--- config.mk ---
export PLATFORM = sky130hd
export DESIGN_NAME = inj_sched
export DESIGN_NICKNAME = d
export VERILOG_FILES = /design/src/rtl/inj_pkg.sv /design/src/rtl/inj_skid_fifo.sv /design/src/rtl/inj_sched.sv
export SDC_FILE = /design/constraint.sdc
export NUM_CORES = 1
export LEC_CHECK = 0
export BUFFER_PORTS_ARGS = -buffer_cell sky130_fd_sc_hd__buf_2
export CAP_MARGIN = 0
export CORE_AREA = 2 2 114 116
export DETAILED_ROUTE_END_ITERATION = 8
export DIE_AREA = 0 0 116 118
export MAX_ROUTING_LAYER = met4
export PLACE_DENSITY = 0.83
export SYNTH_ARGS = -nofsm -noshare
export SYNTH_HDL_FRONTEND = slang
export SYNTH_SLANG_ARGS = --single-unit
--- constraint.sdc ---
create_clock -name clk -period 4.6 [get_ports clk]
set_clock_uncertainty 0.15 [all_clocks]
set_input_delay 0.23 -clock clk [delete_from_list [all_inputs] [get_ports clk]]
set_output_delay 0.23 -clock clk [all_outputs]
set_load 0.02 [all_outputs]
--- src/rtl/inj_pkg.sv ---
// Shared definitions for the injection scheduler: flit width, FSM state codes,
// flit field positions and the source-index width helper.
package inj_pkg;

  localparam int unsigned FLIT_W = 20;

  localparam logic [2:0] S_IDLE  = 3'd0;
  localparam logic [2:0] S_ARB   = 3'd1;
  localparam logic [2:0] S_GRANT = 3'd2;
  localparam logic [2:0] S_DRAIN = 3'd3;
  localparam logic [2:0] S_FLUSH = 3'd4;
  localparam logic [2:0] S_DONE  = 3'd5;

  localparam int unsigned DEST_LSB    = 0;
  localparam int unsigned DEST_MSB    = 1;
  localparam int unsigned PAYLOAD_LSB = 4;
  localparam int unsigned PAYLOAD_MSB = 19;

  function automatic int unsigned src_w(input int unsigned n);
    return (n > 1) ? $clog2(n) : 1;
  endfunction

endpackage

--- src/rtl/inj_skid_fifo.sv ---
// Small circular skid FIFO with occupancy count; a push into a full FIFO is
// still accepted when a pop happens in the same cycle.
module inj_skid_fifo #(
  parameter int unsigned DEPTH = 4,
  parameter int unsigned WIDTH = 22
) (
  input  logic                       clk,
  input  logic                       rst,
  input  logic                       i_push,
  input  logic [WIDTH-1:0]           i_data,
  input  logic                       i_pop,
  output logic [WIDTH-1:0]           o_data,
  output logic                       o_valid,
  output logic [$clog2(DEPTH+1)-1:0] o_count
);

  localparam int unsigned CW = $clog2(DEPTH + 1);
  localparam int unsigned PW = (DEPTH > 1) ? $clog2(DEPTH) : 1;

  logic [WIDTH-1:0] r_mem [DEPTH];
  logic [PW-1:0]    r_wptr;
  logic [PW-1:0]    r_rptr;
  logic [CW-1:0]    r_count;
  logic             w_do_pop;
  logic             w_do_push;

  assign w_do_pop  = i_pop && (r_count != '0);
  assign w_do_push = i_push && ((r_count < CW'(DEPTH)) || w_do_pop);

  always_ff @(posedge clk or negedge rst) begin
    if (!rst) begin
      for (int i = 0; i < int'(DEPTH); i++) r_mem[i] <= '0;
      r_wptr  <= '0;
      r_rptr  <= '0;
      r_count <= '0;
    end else begin
      if (w_do_push) begin
        r_mem[r_wptr] <= i_data;
        r_wptr        <= (r_wptr == PW'(DEPTH - 1)) ? '0 : r_wptr + PW'(1);
      end
      if (w_do_pop) r_rptr <= (r_rptr == PW'(DEPTH - 1)) ? '0 : r_rptr + PW'(1);
      if (w_do_push && !w_do_pop)      r_count <= r_count + CW'(1);
      else if (!w_do_push && w_do_pop) r_count <= r_count - CW'(1);
    end
  end

  assign o_data  = r_mem[r_rptr];
  assign o_valid = (r_count != '0);
  assign o_count = r_count;

endmodule

--- src/rtl/inj_sched.sv ---
// Round-robin injection scheduler feeding a skid FIFO toward one router port.
// Optional protocol checker on err is built when INJ_SCHED_CHECK_EN is defined.
module inj_sched import inj_pkg::*; #(
  parameter int unsigned N_SRC         = 4,
  parameter int unsigned FLIT_W        = inj_pkg::FLIT_W,
  parameter int unsigned QUANTUM       = 4,
  parameter int unsigned WORDS_PER_SRC = 30,
  parameter int unsigned FIFO_DEPTH    = 4
) (
  input  logic                      clk,
  input  logic                      rst,
  input  logic                      start,
  input  logic [N_SRC-1:0]          src_mask,
  output logic [N_SRC-1:0]          src_enable,
  input  logic [N_SRC*FLIT_W-1:0]   src_data,
  input  logic [N_SRC-1:0]          src_valid,
  output logic [FLIT_W-1:0]         out_flit,
  output logic [src_w(N_SRC)-1:0]   out_src,
  output logic                      out_valid,
  input  logic                      out_ready,
  output logic                      busy,
  output logic                      all_done,
  output logic                      err
);

  localparam int unsigned SW = src_w(N_SRC);
  localparam int unsigned IW = $clog2(WORDS_PER_SRC + 1);
  localparam int unsigned QW = $clog2(QUANTUM + 1);
  localparam int unsigned CW = $clog2(FIFO_DEPTH + 1);
  localparam int unsigned EW = SW + FLIT_W;

  logic [2:0]                   r_state, w_state_nxt;
  logic [N_SRC-1:0]             r_mask, w_mask_nxt;
  logic [N_SRC-1:0]             r_primed, w_primed_nxt;
  logic [N_SRC-1:0][IW-1:0]     r_issued, w_issued_nxt;
  logic [SW-1:0]                r_rr, w_rr_nxt;
  logic [SW-1:0]                r_g_idx, w_g_idx_nxt;
  logic [QW-1:0]                r_q_cnt, w_q_cnt_nxt;
  logic                         r_pend, w_pend_nxt;
  logic [N_SRC-1:0]             w_enable;
  logic [N_SRC-1:0]             w_exh, w_exh_start;
  logic                         w_found;
  int                           w_j;
  logic                         w_room;
  logic                         w_push, w_pop, w_fifo_valid;
  logic [EW-1:0]                w_push_data, w_head;
  logic [CW-1:0]                w_fifo_count;

  // A source is exhausted when masked off or all its words have been requested.
  always_comb begin
    for (int i = 0; i < int'(N_SRC); i++) begin
      w_exh[i]       = ~r_mask[i]   | (r_issued[i] == IW'(WORDS_PER_SRC));
      w_exh_start[i] = ~src_mask[i] | (r_issued[i] == IW'(WORDS_PER_SRC));
    end
  end

  // Enable only when the FIFO can absorb the in-flight flit plus the new one.
  assign w_room = (({1'b0, w_fifo_count} + (CW+1)'(r_pend)) < (CW+1)'(FIFO_DEPTH));

  always_comb begin
    w_state_nxt  = r_state;
    w_mask_nxt   = r_mask;
    w_primed_nxt = r_primed;
    w_issued_nxt = r_issued;
    w_rr_nxt     = r_rr;
    w_g_idx_nxt  = r_g_idx;
    w_q_cnt_nxt  = r_q_cnt;
    w_pend_nxt   = 1'b0;
    w_enable     = '0;
    w_found      = 1'b0;
    w_j          = 0;
    case (r_state)
      S_IDLE, S_DONE: begin
        if (start) begin
          w_mask_nxt  = src_mask;
          w_state_nxt = (&w_exh_start) ? S_DONE : S_ARB;
        end
      end
      S_ARB: begin
        w_q_cnt_nxt = '0;
        w_state_nxt = S_FLUSH;
        for (int k = 0; k < int'(N_SRC); k++) begin
          w_j = (int'(r_rr) + k) % int'(N_SRC);
          if (!w_found && !w_exh[SW'(w_j)]) begin
            w_found     = 1'b1;
            w_g_idx_nxt = SW'(w_j);
            w_state_nxt = S_GRANT;
          end
        end
      end
      S_GRANT: begin
        if (w_room) begin
          w_enable[r_g_idx] = 1'b1;
          w_pend_nxt        = r_primed[r_g_idx];
          if (!r_primed[r_g_idx]) begin
            w_primed_nxt[r_g_idx] = 1'b1;
          end else begin
            w_issued_nxt[r_g_idx] = r_issued[r_g_idx] + IW'(1);
            w_q_cnt_nxt           = r_q_cnt + QW'(1);
            if ((r_q_cnt == QW'(QUANTUM - 1)) ||
                (r_issued[r_g_idx] == IW'(WORDS_PER_SRC - 1)))
              w_state_nxt = S_DRAIN;
          end
        end
      end
      S_DRAIN: begin
        w_rr_nxt    = (r_g_idx == SW'(N_SRC - 1)) ? '0 : r_g_idx + SW'(1);
        w_state_nxt = S_ARB;
      end
      S_FLUSH: begin
        if (w_fifo_count == '0) w_state_nxt = S_DONE;
      end
      default: w_state_nxt = S_IDLE;
    endcase
  end

  always_ff @(posedge clk or negedge rst) begin
    if (!rst) begin
      r_state  <= S_IDLE;
      r_mask   <= '0;
      r_primed <= '0;
      r_issued <= '0;
      r_rr     <= '0;
      r_g_idx  <= '0;
      r_q_cnt  <= '0;
      r_pend   <= 1'b0;
    end else begin
      r_state  <= w_state_nxt;
      r_mask   <= w_mask_nxt;
      r_primed <= w_primed_nxt;
      r_issued <= w_issued_nxt;
      r_rr     <= w_rr_nxt;
      r_g_idx  <= w_g_idx_nxt;
      r_q_cnt  <= w_q_cnt_nxt;
      r_pend   <= w_pend_nxt;
    end
  end

  // Returning flits are always from the granted source, including the DRAIN trailer.
  assign w_push      = src_valid[r_g_idx];
  assign w_push_data = {r_g_idx, src_data[32'(r_g_idx) * FLIT_W +: FLIT_W]};
  assign w_pop       = w_fifo_valid & out_ready;

  inj_skid_fifo #(
    .DEPTH (FIFO_DEPTH),
    .WIDTH (EW)
  ) u_fifo (
    .clk     (clk),
    .rst     (rst),
    .i_push  (w_push),
    .i_data  (w_push_data),
    .i_pop   (w_pop),
    .o_data  (w_head),
    .o_valid (w_fifo_valid),
    .o_count (w_fifo_count)
  );

  assign src_enable = w_enable;
  assign out_flit   = w_head[FLIT_W-1:0];
  assign out_src    = w_head[EW-1:FLIT_W];
  assign out_valid  = w_fifo_valid;
  assign busy       = (r_state != S_IDLE) && (r_state != S_DONE);
  assign all_done   = (r_state == S_DONE);

`ifdef INJ_SCHED_CHECK_EN
  logic [N_SRC-1:0] r_en_q;
  logic [N_SRC-1:0] r_pend_q;
  logic             r_err;

  // Flag stray flits and primed enables that returned nothing.
  always_ff @(posedge clk or negedge rst) begin
    if (!rst) begin
      r_en_q   <= '0;
      r_pend_q <= '0;
      r_err    <= 1'b0;
    end else begin
      r_en_q   <= w_enable;
      r_pend_q <= w_enable & r_primed;
      if ((|(src_valid & ~r_en_q)) || (|(r_pend_q & ~src_valid))) r_err <= 1'b1;
    end
  end

  assign err = r_err;
`else
  assign err = 1'b0;
`endif

endmodule

==> results.tsv <==
metric	value	unit
p_leak	3.65	nW
drc	0	
io_buffers	120	
hold_viol_final	0	
finalCriticalPeriod	3050	ps
grt_pass1_wl	25100	µm
outcome	finished, final reports clean	
startpoint_type	flip-flop	
end_kind	flip-flop	
numCtsBuffers	17	
grt.busiest_layer	met2	
cts.path.max_buffers	2	
synth.largest_area_cell	dfrtp_1	
synth_cells	474	
cap_violations	0	
setup_violations	0	
ys_warn_count	0	
peakVddDrop	330	µV
via_per_inst	5.98	
firstDrtPassIters	5	
die-height	118	µm
grt_use_met3	4.79	%
crit_fanout	19	
worstMarginPinSlew	1220	ps
synth_seq_cells	134	
drtAntennaViolNets	0	
slew_headroom	18.7	%
cts-resized-gates	0	
grt_start_max_net_pins	93	
slew_viol_final	0	
max_freq	327	MHz
drt_iter0_drc	403	
globalRouteMet2Util	41.3	%
syn_nets	581	
num_rows	41	
syn_area	6740	µm²
rsz0062_at_grt	false	
synthArstFlopShare	100	%
grt_overflow	0	
hold_slack	72.6	ps
synth.distinct_cells	44	
dp_hpwl	10500	µm
cts.sinks	134	
arrival	3210	ps
grt_pass1_vias	5071	
core-area	12400	µm²
cts_tree	yes	
drive_gt1_share	50.1	%
n_antenna_cell	0	
fin_crit_sh	66.4	%
gp_congestion	0.854	
initial_core_util	54.3	%
ys_seq_area_share	49.8	%
required	4750	ps
die_w	116	µm
nNetsFinal	705	
worstSetupPathType	reg2reg	
grtUsageMet1	30.5	%
fin_tns_setup	0	ps
gr-usage-all-layers	24.9	%
synth_area_per_cell	14.2	µm²
synth_top_area_share	49.8	%
insertion_delay	420	ps
dr_total_vias	4680	
h-tree-depth	4	
clk_pin_slew	60	ps
routed_wl	15500	µm
cts-root-buf	clkbuf_16	
synth_ff_type	dfrtp_1	
wl_per_cell	19.7	µm
synth_area_leaders	dfrtp_1 50%, mux4_2 16%, mux2_2 16%	
fp.dieArea	13700	µm²
hp-class	in2reg	
post_cts_buffers	0	
io_pins	122	
whs_path_depth	3	
fillers	894	
reg2regPathDepth	8	
powerDensity	752	nW/µm²
antenna_found_initial	0	
synth_edf_count	0	
area_growth	19.5	%
==> cell usage after synthesis, drive strengths merged (3+ instances only) <==
cell and number:
o21ai 33, nor3 4, nor2 8, dfrtp 134
ha 14, and3 7, xor2 4, clkbuf 6
a21o 5, nand4 5, inv 12, buf 17
a21oi 5, mux2 95, nand2 42, nand3 3
mux4 49
==> path summary, 6_finish.rpt <==
path / from / to / slack (ps)
worst min register to register: r_primed[2]$_DFFE_PN0P_ / r_primed[2]$_DFFE_PN0P_ / 300
worst max register to register: r_g_idx[1]$_DFFE_PN0P_ / u_fifo.o_count[2]$_DFFE_PN0P_ / 1550
min in group asynchronous: rst / r_state[2]$_DFFE_PN0P_ / 260
worst min-delay path: out_ready / u_fifo.r_rptr[0]$_DFFE_PN0P_ / 70
max in group asynchronous: rst / u_fifo.r_rptr[0]$_DFFE_PN0P_ / 2870
worst max-delay path: r_g_idx[1]$_DFFE_PN0P_ / u_fifo.o_count[2]$_DFFE_PN0P_ / 1550
==> layout by cell type (no fill, tap or decap), types with 3 or more instances in the layout <==
cell type / n
mux4_2: 48
nand2_2: 4
nor2_1: 8
dlygate4sd3_1: 5
nand2_1: 38
nand4_1: 5
inv_1: 12
dfrtp_1: 132
a21oi_1: 5
buf_2: 119
inv_6: 7
ha_1: 14
nor3_1: 4
nand3_1: 3
a21o_1: 5
and3_1: 7
buf_4: 3
clkbuf_16: 17
o21ai_0: 33
xor2_1: 4
clkinv_4: 5
mux2_2: 95
==> what timing repair did <==
item	4_1_cts	5_1_grt
hold buffers	5	0
endpoints found under the hold margin	95	0
setup endpoints to repair	0	0
==> critical path: stages, from the launching register on <==
cell and delay [ps]:
dfrtp_1 940, mux4_2 360, a21boi_4 320, ha_1 260
inv_1 70, fa_1 390, xor2_1 220, nor2_1 80
xor2_1 140
==> layout make-up <==
class                   instances  area (µm²)  area share [%]
clock inverters                14         143            1.77
multi-input cells             305        3170            39.4
inverters                      12        45.0           0.560
well taps                     172         215            2.67
flip-flops and latches        134        3360            41.7
repair buffers                128         679            8.44
clock buffers                  18         439            5.46
==> routing by layer <==
layer,up-vias,wire (µm)
li1,2036,-
met3,29,955
met2,186,8000
met1,2429,6250
met5,-,0
met4,0,254
==> registers in the layout (all words and copies together), names as in the netlist <==
register and flops:
r_issued 20, r_primed 4, r_rr 2, u_fifo.r_rptr 2, u_fifo.r_wptr 2, r_q_cnt 3
r_mask 4, r_g_idx 2, r_pend 1, u_fifo.r_mem 88, u_fifo.o_count 3, r_state 3
==> power breakdown <==
group	internal (mW)	leakage, nW	switching [mW]
combinational	1.31	1.72	1.21
clock	0.773	0.283	0.550
sequential	1.71	1.65	0.495
total	3.80	3.65	2.25
==> stage by stage <==
step	cells	worst slack, ps	utilization, %	total power [mW]	cell area, µm²
6_report	783	1550	64.8	6.05	8050
5_1_grt	783	1460	64.8	6.41	8050
4_1_cts	783	1570	64.8	6.09	8050
3_5_place_dp	746	1610	59.8	4.74	7420
3_3_place_gp	746	1760	59.8	4.57	7420
2_1_floorplan	474	2160	-	4.03	6740
==> cell families (layout without fill, tap and decap cells) <==
family                   after synthesis  in the layout  share of synthesized area, %
buffers and inverters                 35            172                          3.12
multiplexers                         144            144                          32.3
XOR/XNOR                               6              6                         0.780
adder cells (fa/ha/maj)               15             15                          2.90
other                                  1              1                        0.0557
flip-flops                           134            134                          49.8
AND/OR/NAND/NOR                       80             80                          5.65
AO/OA/AOI/OAI                         59             59                          5.41
Power figures use the tool's default switching activity.
